$ cat src/rtl/ps2_mouse_master_fsm_pkg.sv
// Shared definitions for the PS/2 mouse master: state codes, the PS/2 command
// and response bytes, and a helper for the "wait for one expected byte" states.
package ps2_mouse_master_fsm_pkg;

  typedef enum logic [3:0] {
    ST_INIT_WAIT        = 4'd0,
    ST_SEND_RESET       = 4'd1,
    ST_WAIT_SENT_RESET  = 4'd2,
    ST_WAIT_ACK_RESET   = 4'd3,
    ST_WAIT_SELFTEST    = 4'd4,
    ST_WAIT_ID          = 4'd5,
    ST_SEND_ENABLE      = 4'd6,
    ST_WAIT_SENT_ENABLE = 4'd7,
    ST_WAIT_ACK_ENABLE  = 4'd8,
    ST_READ_STATUS      = 4'd9,
    ST_READ_DX          = 4'd10,
    ST_READ_DY          = 4'd11,
    ST_INTERRUPT        = 4'd12
  } state_t;

  localparam logic [7:0] CMD_RESET         = 8'hFF;
  localparam logic [7:0] CMD_ENABLE_REPORT = 8'hF4;
  localparam logic [7:0] RSP_ACK           = 8'hFA;
  localparam logic [7:0] RSP_SELFTEST_OK   = 8'hAA;
  localparam logic [7:0] RSP_MOUSE_ID      = 8'h00;

  // A received byte always beats a timeout landing in the same cycle.
  function automatic state_t next_on_response(
    input logic       ready,
    input logic       good,
    input logic [7:0] data,
    input logic [7:0] want,
    input logic       timed_out,
    input state_t     here,
    input state_t     target
  );
    if (ready)
      return (good && data == want) ? target : ST_INIT_WAIT;
    if (timed_out)
      return ST_INIT_WAIT;
    return here;
  endfunction

endpackage

$ cat src/rtl/ps2_mouse_master_fsm.sv
// PS/2 mouse master: power-up handshake, then streams 3-byte movement packets
// onto MOUSE_* with a one-cycle SEND_INTERRUPT per packet.
module ps2_mouse_master_fsm
  import ps2_mouse_master_fsm_pkg::*;
#(
  parameter int unsigned INIT_WAIT    = 5_000_000,
  parameter int unsigned RESP_TIMEOUT = 10_000_000
) (
  input  logic       CLK,
  input  logic       RESET,
  output logic       SEND_BYTE,
  output logic [7:0] BYTE_TO_SEND,
  input  logic       BYTE_SENT,
  output logic       READ_ENABLE,
  input  logic [7:0] BYTE_READ,
  input  logic [1:0] BYTE_ERROR_CODE,
  input  logic       BYTE_READY,
  output logic [7:0] MOUSE_STATUS,
  output logic [7:0] MOUSE_DX,
  output logic [7:0] MOUSE_DY,
  output logic       SEND_INTERRUPT,
  output logic [3:0] CURR_STATE
);

  state_t      state;
  state_t      state_next;
  logic [31:0] count;
  logic [7:0]  status_q;
  logic [7:0]  dx_q;
  logic        good;
  logic        timed_out;

  assign good       = BYTE_READY && (BYTE_ERROR_CODE == 2'b00);
  assign timed_out  = (count == RESP_TIMEOUT);
  assign CURR_STATE = state;

  // NOTE: state_next gets a default before the case so no path leaves it
  // unassigned; otherwise synthesis infers a latch.
  always_comb begin
    state_next = state;
    case (state)
      ST_INIT_WAIT:        if (count == INIT_WAIT) state_next = ST_SEND_RESET;
      ST_SEND_RESET:       state_next = ST_WAIT_SENT_RESET;
      ST_WAIT_SENT_RESET:  if (BYTE_SENT) state_next = ST_WAIT_ACK_RESET;
                           else if (timed_out) state_next = ST_INIT_WAIT;
      ST_WAIT_ACK_RESET:   state_next = next_on_response(BYTE_READY, good, BYTE_READ, RSP_ACK,
                                                         timed_out, state, ST_WAIT_SELFTEST);
      ST_WAIT_SELFTEST:    state_next = next_on_response(BYTE_READY, good, BYTE_READ, RSP_SELFTEST_OK,
                                                         timed_out, state, ST_WAIT_ID);
      ST_WAIT_ID:          state_next = next_on_response(BYTE_READY, good, BYTE_READ, RSP_MOUSE_ID,
                                                         timed_out, state, ST_SEND_ENABLE);
      ST_SEND_ENABLE:      state_next = ST_WAIT_SENT_ENABLE;
      ST_WAIT_SENT_ENABLE: if (BYTE_SENT) state_next = ST_WAIT_ACK_ENABLE;
                           else if (timed_out) state_next = ST_INIT_WAIT;
      ST_WAIT_ACK_ENABLE:  state_next = next_on_response(BYTE_READY, good, BYTE_READ, RSP_ACK,
                                                         timed_out, state, ST_READ_STATUS);
      // The mouse only reports on motion, so the status byte may never come.
      ST_READ_STATUS:      if (BYTE_READY) state_next = good ? ST_READ_DX : ST_INIT_WAIT;
      ST_READ_DX:          if (BYTE_READY) state_next = good ? ST_READ_DY : ST_INIT_WAIT;
                           else if (timed_out) state_next = ST_INIT_WAIT;
      ST_READ_DY:          if (BYTE_READY) state_next = good ? ST_INTERRUPT : ST_INIT_WAIT;
                           else if (timed_out) state_next = ST_INIT_WAIT;
      ST_INTERRUPT:        state_next = ST_READ_STATUS;
      default:             state_next = ST_INIT_WAIT;
    endcase
  end

  // Outputs are decoded from state_next so each one is a flop aligned with state.
  // NOTE: sequential state uses non-blocking assignments so every flop samples
  // pre-edge values regardless of statement order.
  always_ff @(posedge CLK) begin
    if (RESET) begin
      state          <= ST_INIT_WAIT;
      count          <= '0;
      SEND_BYTE      <= 1'b0;
      BYTE_TO_SEND   <= 8'h00;
      READ_ENABLE    <= 1'b0;
      MOUSE_STATUS   <= 8'h00;
      MOUSE_DX       <= 8'h00;
      MOUSE_DY       <= 8'h00;
      SEND_INTERRUPT <= 1'b0;
      status_q       <= 8'h00;
      dx_q           <= 8'h00;
    end else begin
      state          <= state_next;
      count          <= (state_next != state) ? '0 : count + 32'd1;
      SEND_BYTE      <= (state_next == ST_SEND_RESET) || (state_next == ST_SEND_ENABLE);
      READ_ENABLE    <= state_next inside {ST_WAIT_ACK_RESET, ST_WAIT_SELFTEST, ST_WAIT_ID,
                                           ST_WAIT_ACK_ENABLE, ST_READ_STATUS, ST_READ_DX,
                                           ST_READ_DY};
      SEND_INTERRUPT <= (state_next == ST_INTERRUPT);

      if (state_next == ST_SEND_RESET)
        BYTE_TO_SEND <= CMD_RESET;
      else if (state_next == ST_SEND_ENABLE)
        BYTE_TO_SEND <= CMD_ENABLE_REPORT;

      if (state == ST_READ_STATUS && good)
        status_q <= BYTE_READ;
      if (state == ST_READ_DX && good)
        dx_q <= BYTE_READ;
      if (state == ST_READ_DY && good) begin
        MOUSE_STATUS <= status_q;
        MOUSE_DX     <= dx_q;
        MOUSE_DY     <= BYTE_READ;
      end
    end
  end

endmodule

$ cat config.mk
export PLATFORM = sky130hd
export DESIGN_NAME = ps2_mouse_master_fsm
export DESIGN_NICKNAME = d
export VERILOG_FILES = /design/src/rtl/ps2_mouse_master_fsm_pkg.sv /design/src/rtl/ps2_mouse_master_fsm.sv
export SDC_FILE = /design/constraint.sdc
export NUM_CORES = 1
export LEC_CHECK = 0
export CORE_MARGIN = 3
export CORE_UTILIZATION = 55
export DETAILED_ROUTE_END_ITERATION = 10
export GPL_TIMING_DRIVEN = 0
export PLACE_DENSITY_LB_ADDON = 0.25
export SYNTH_ARGS = -nofsm -noshare
export SYNTH_HDL_FRONTEND = slang
export SYNTH_SLANG_ARGS = --single-unit
$ cat constraint.sdc
create_clock -name CLK -period 2.85 [get_ports CLK]
set_input_delay 0.285 -clock CLK [delete_from_list [all_inputs] [get_ports CLK]]
set_output_delay 0.285 -clock CLK [all_outputs]
set_load 0.005 [all_outputs]
==> summary.txt <==
Synth
  – Cell taking the most area after synthesis: dfxtp_1
  – Synth top area cells: dfxtp_1 40%, nor3_2 7.0%, nand2_1 6.6%
  – Async SR Flop Fraction: 0%
  – Sequential-to-total area share from yosys stat: roughly two fifths
  – Synth Cell Area: 4020 sq um
  – Mean Syn Cell Area: 8.69 sq um
  – Net Count, Synth: around 480
  – Post-synthesis cell count: 462
  – Number of synthesized register bits: just over 80
  – Yosys cell types: 54
  – Yosys top cell area share: approximately two fifths
  – Synth warn: 0
  – Post-synth EDFFs: 0
  – Top FF cell, synth: dfxtp_1

Placement
  – Placed inst area: ~4700 sq um
  – I/O Buffers: 52
  – DPL Wire Length: around 7200 um
  – RePlAce Congestion: slightly above 0.9
  – Placed instance count: ~600

Setup path
  – CP Capture Type: flop
  – Req. time, crit path: between 3 and 4 ns
  – WP data arrival: between 2 and 3 ns
  – Critical path's slowest cell: or4_4
  – Worst R2R Setup Slack: between 0.15 and 0.2 ns
  – Levels on crit path: 8
  – Worst Setup Start Kind: flop
  – Reg2reg end: count[17]$_SDFF_PP0_
  – CP max stage delay: around 0.56 ns
  – Worst R2R Start: count[15]$_SDFF_PP0_
  – Crit path max-delay family: simple AND/OR/NAND/NOR gates
  – CP Max Fanout: 10
  – R2R depth: 8
  – WP buf/inv: 1
  – Crit path kind: reg2reg
  – Critical path cell sequence: nor4b_1, nand4_1, or4_4, a211oi_4, xor2_1, o211ai_2, buf_6, nor3_2

GRT
  – Antenna violations before repair: 0
  – Total GRT Usage: about a quarter
  – Largest net degree at the start of global routing: 16
  – Total gr overflow: 0
  – Vias in the first global route: between 3,000 and 4,000
  – First-pass GRT wire length: ~17,000 um

Status
  – Outcome: finished, final reports clean

Clock network
  – CTS H-tree depth: 3
  – Clock sinks: 81
  – Worst skew pair latency: about 0.34 ns
  – CTS tree: yes
  – Clk root buf: clkbuf_8
  – CTS buffer count: 9
  – Clock transition at the registers of the reported paths: ~0.090 ns
  – Max clock buf depth: 2

Timing
  – Crit share post-route: roughly 94%
  – Fin. Hold Viols: 0
  – Fmax achieved: roughly 370 MHz
  – Fin crit period: 2.68 ns
  – Clk_skew: around 0.013 ns
  – Max-slew violations: 0
  – Worst Tran Pin Value: roughly 0.79 ns
  – Final setup viols: 0
  – Slew margin rel.: a little under half

Detailed routing
  – # DRC: 0
  – WL final: 9830 um
  – Drt first-iter violations: 352
  – DR vias: 3,579
  – Vias/cell: ~5.7
  – First-pass DRT Iterations: 6
  – WL/cell: 15.6 um
  – Final ANT Viol Nets: 0

Worst hold path
  – Hold WC Path Type: reg2reg
  – WHS Path Cells: 2
  – Worst Hold Launch: status_q[5]$_SDFFE_PP0P_
  – Hold path endpoint: MOUSE_STATUS[5]$_SDFFE_PP0P_

Floorplan
  – Initial Utilization: between 50% and 60%
  – # rows: 30
  – I/O pin count: between 50 and 60
  – Die X: slightly above 90 um
  – Total core area: between 6000 and 7000 sq um
  – Die Span Y: 91.4 um
  – DIE AREA: ~8400 sq um

Power
  – Peak VDD IR: 263 uV
  – Power Density: 447 nW/um^2
  – Leak: 1.77 nW

Layout
  – Number of diodes: 0
  – Final core occ: between 70% and 80%
  – Commonest non-fill, non-tap cell in the layout: dfxtp_1
  – Post-route cell area: 4910 sq um
  – Nets: around 550
  – Share of cells above drive strength 1: between 10 and 15%
  – Commonest non-fill, non-tap cells in the layout: 81 x dfxtp_1, 71 x nand2_1, 52 x clkdlybuf4s50_1
  – Final cell count without fillers: 630
  – Area Growth Syn to Fin: 22.3%

Job
  – Max-cap violation count: 0
## what timing repair did
item / in CTS / in global routing
gates resized for setup: 2 / 7
hold buffers: 0 / 0
hold endpoints to repair: 0 / 0
endpoints found under the setup margin: 30 / 32
buffers inserted: 0 / 5
pin swaps: 0 / 3
## synthesized netlist by cell type, drive strengths merged (5+ instances only)
library cell,number
nor2,39
nand2,71
nand4,12
buf,13
a31oi,6
a21oi,32
xor2,15
nor4,5
mux2i,16
nor4b,5
xnor2,18
nor3,35
nor3b,6
inv,12
nor2b,7
nand3,14
and3,6
clkbuf,17
dfxtp,81
## where the power goes
part           switching (mW)  internal [mW]  total (mW)
clock network           0.427          0.322       0.749
registers              0.0106           1.14        1.15
logic                   0.182          0.113       0.295
total                   0.620           1.58        2.20
## registers in the layout, indices dropped and copies added, names as in the netlist, 2 cells and up
register      flops
MOUSE_DY          8
dx_q              8
count            32
CURR_STATE        4
MOUSE_STATUS      8
MOUSE_DX          8
BYTE_TO_SEND      2
status_q          8
## cell families (layout without fill, tap and decap cells)
logic type / after synthesis / in the layout / share of synthesized area, %
compound gates: 64 / 64 / 10.2
mux: 16 / 16 / 3.99
xor+xnor: 33 / 33 / 7.20
flops: 81 / 81 / 40.4
buf+inv: 42 / 114 / 5.36
fa+ha+maj: 2 / 2 / 0.623
simple gates: 224 / 224 / 32.3
## tightest hold or removal path: stages (launching register included)
cell and delay [ns]:
dfxtp_1 0.32, nand2_1 0.05, a21oi_1 0.05
## per-layer routing
layer / share of wire, % / track usage, %
met3: 6.2 / 4.31
met5: 0 / 0
met4: 1.9 / 7.79
met1: 46 / 34.6
met2: 46 / 36.8
## area by class of cell
type                    instances  area, sq um
clock buffers                   9          124
multi-input cells             339         2220
fillers                       564         2030
plain buffers                  29          169
flip-flops and latches         81         1620
repair buffers                 57          558
clock inverters                 7         55.1
inverters                      12         45.0
well taps                      96          120
## stage by stage
step	worst slack, ns	power, mW	hold slack (ns)	setup TNS, ns
2_1_floorplan	0.431	1.36	0.421	0
3_3_place_gp	-0.345	1.45	0.443	-10.23
3_5_place_dp	-0.321	1.45	0.445	-9.26
4_1_cts	0.00893	2.20	0.446	0
5_1_grt	-0.00279	2.29	0.471	-0.00279
6_report	0.175	2.20	0.446	0
## worst max path at each step
stage / end / slack [ns] / startpoint
2_1_floorplan: count[27]$_SDFF_PP0_ / 0.43 / count[0]$_SDFF_PP0_
3_3_place_gp: count[22]$_SDFF_PP0_ / -0.35 / BYTE_ERROR_CODE[1]
3_5_place_dp: count[27]$_SDFF_PP0_ / -0.32 / BYTE_ERROR_CODE[1]
4_1_cts: count[17]$_SDFF_PP0_ / 0.009 / count[16]$_SDFF_PP0_
5_1_grt: count[17]$_SDFF_PP0_ / -0.003 / count[0]$_SDFF_PP0_
6_report: count[17]$_SDFF_PP0_ / 0.17 / count[15]$_SDFF_PP0_
Note: power is estimated with default switching activity, not from simulation.
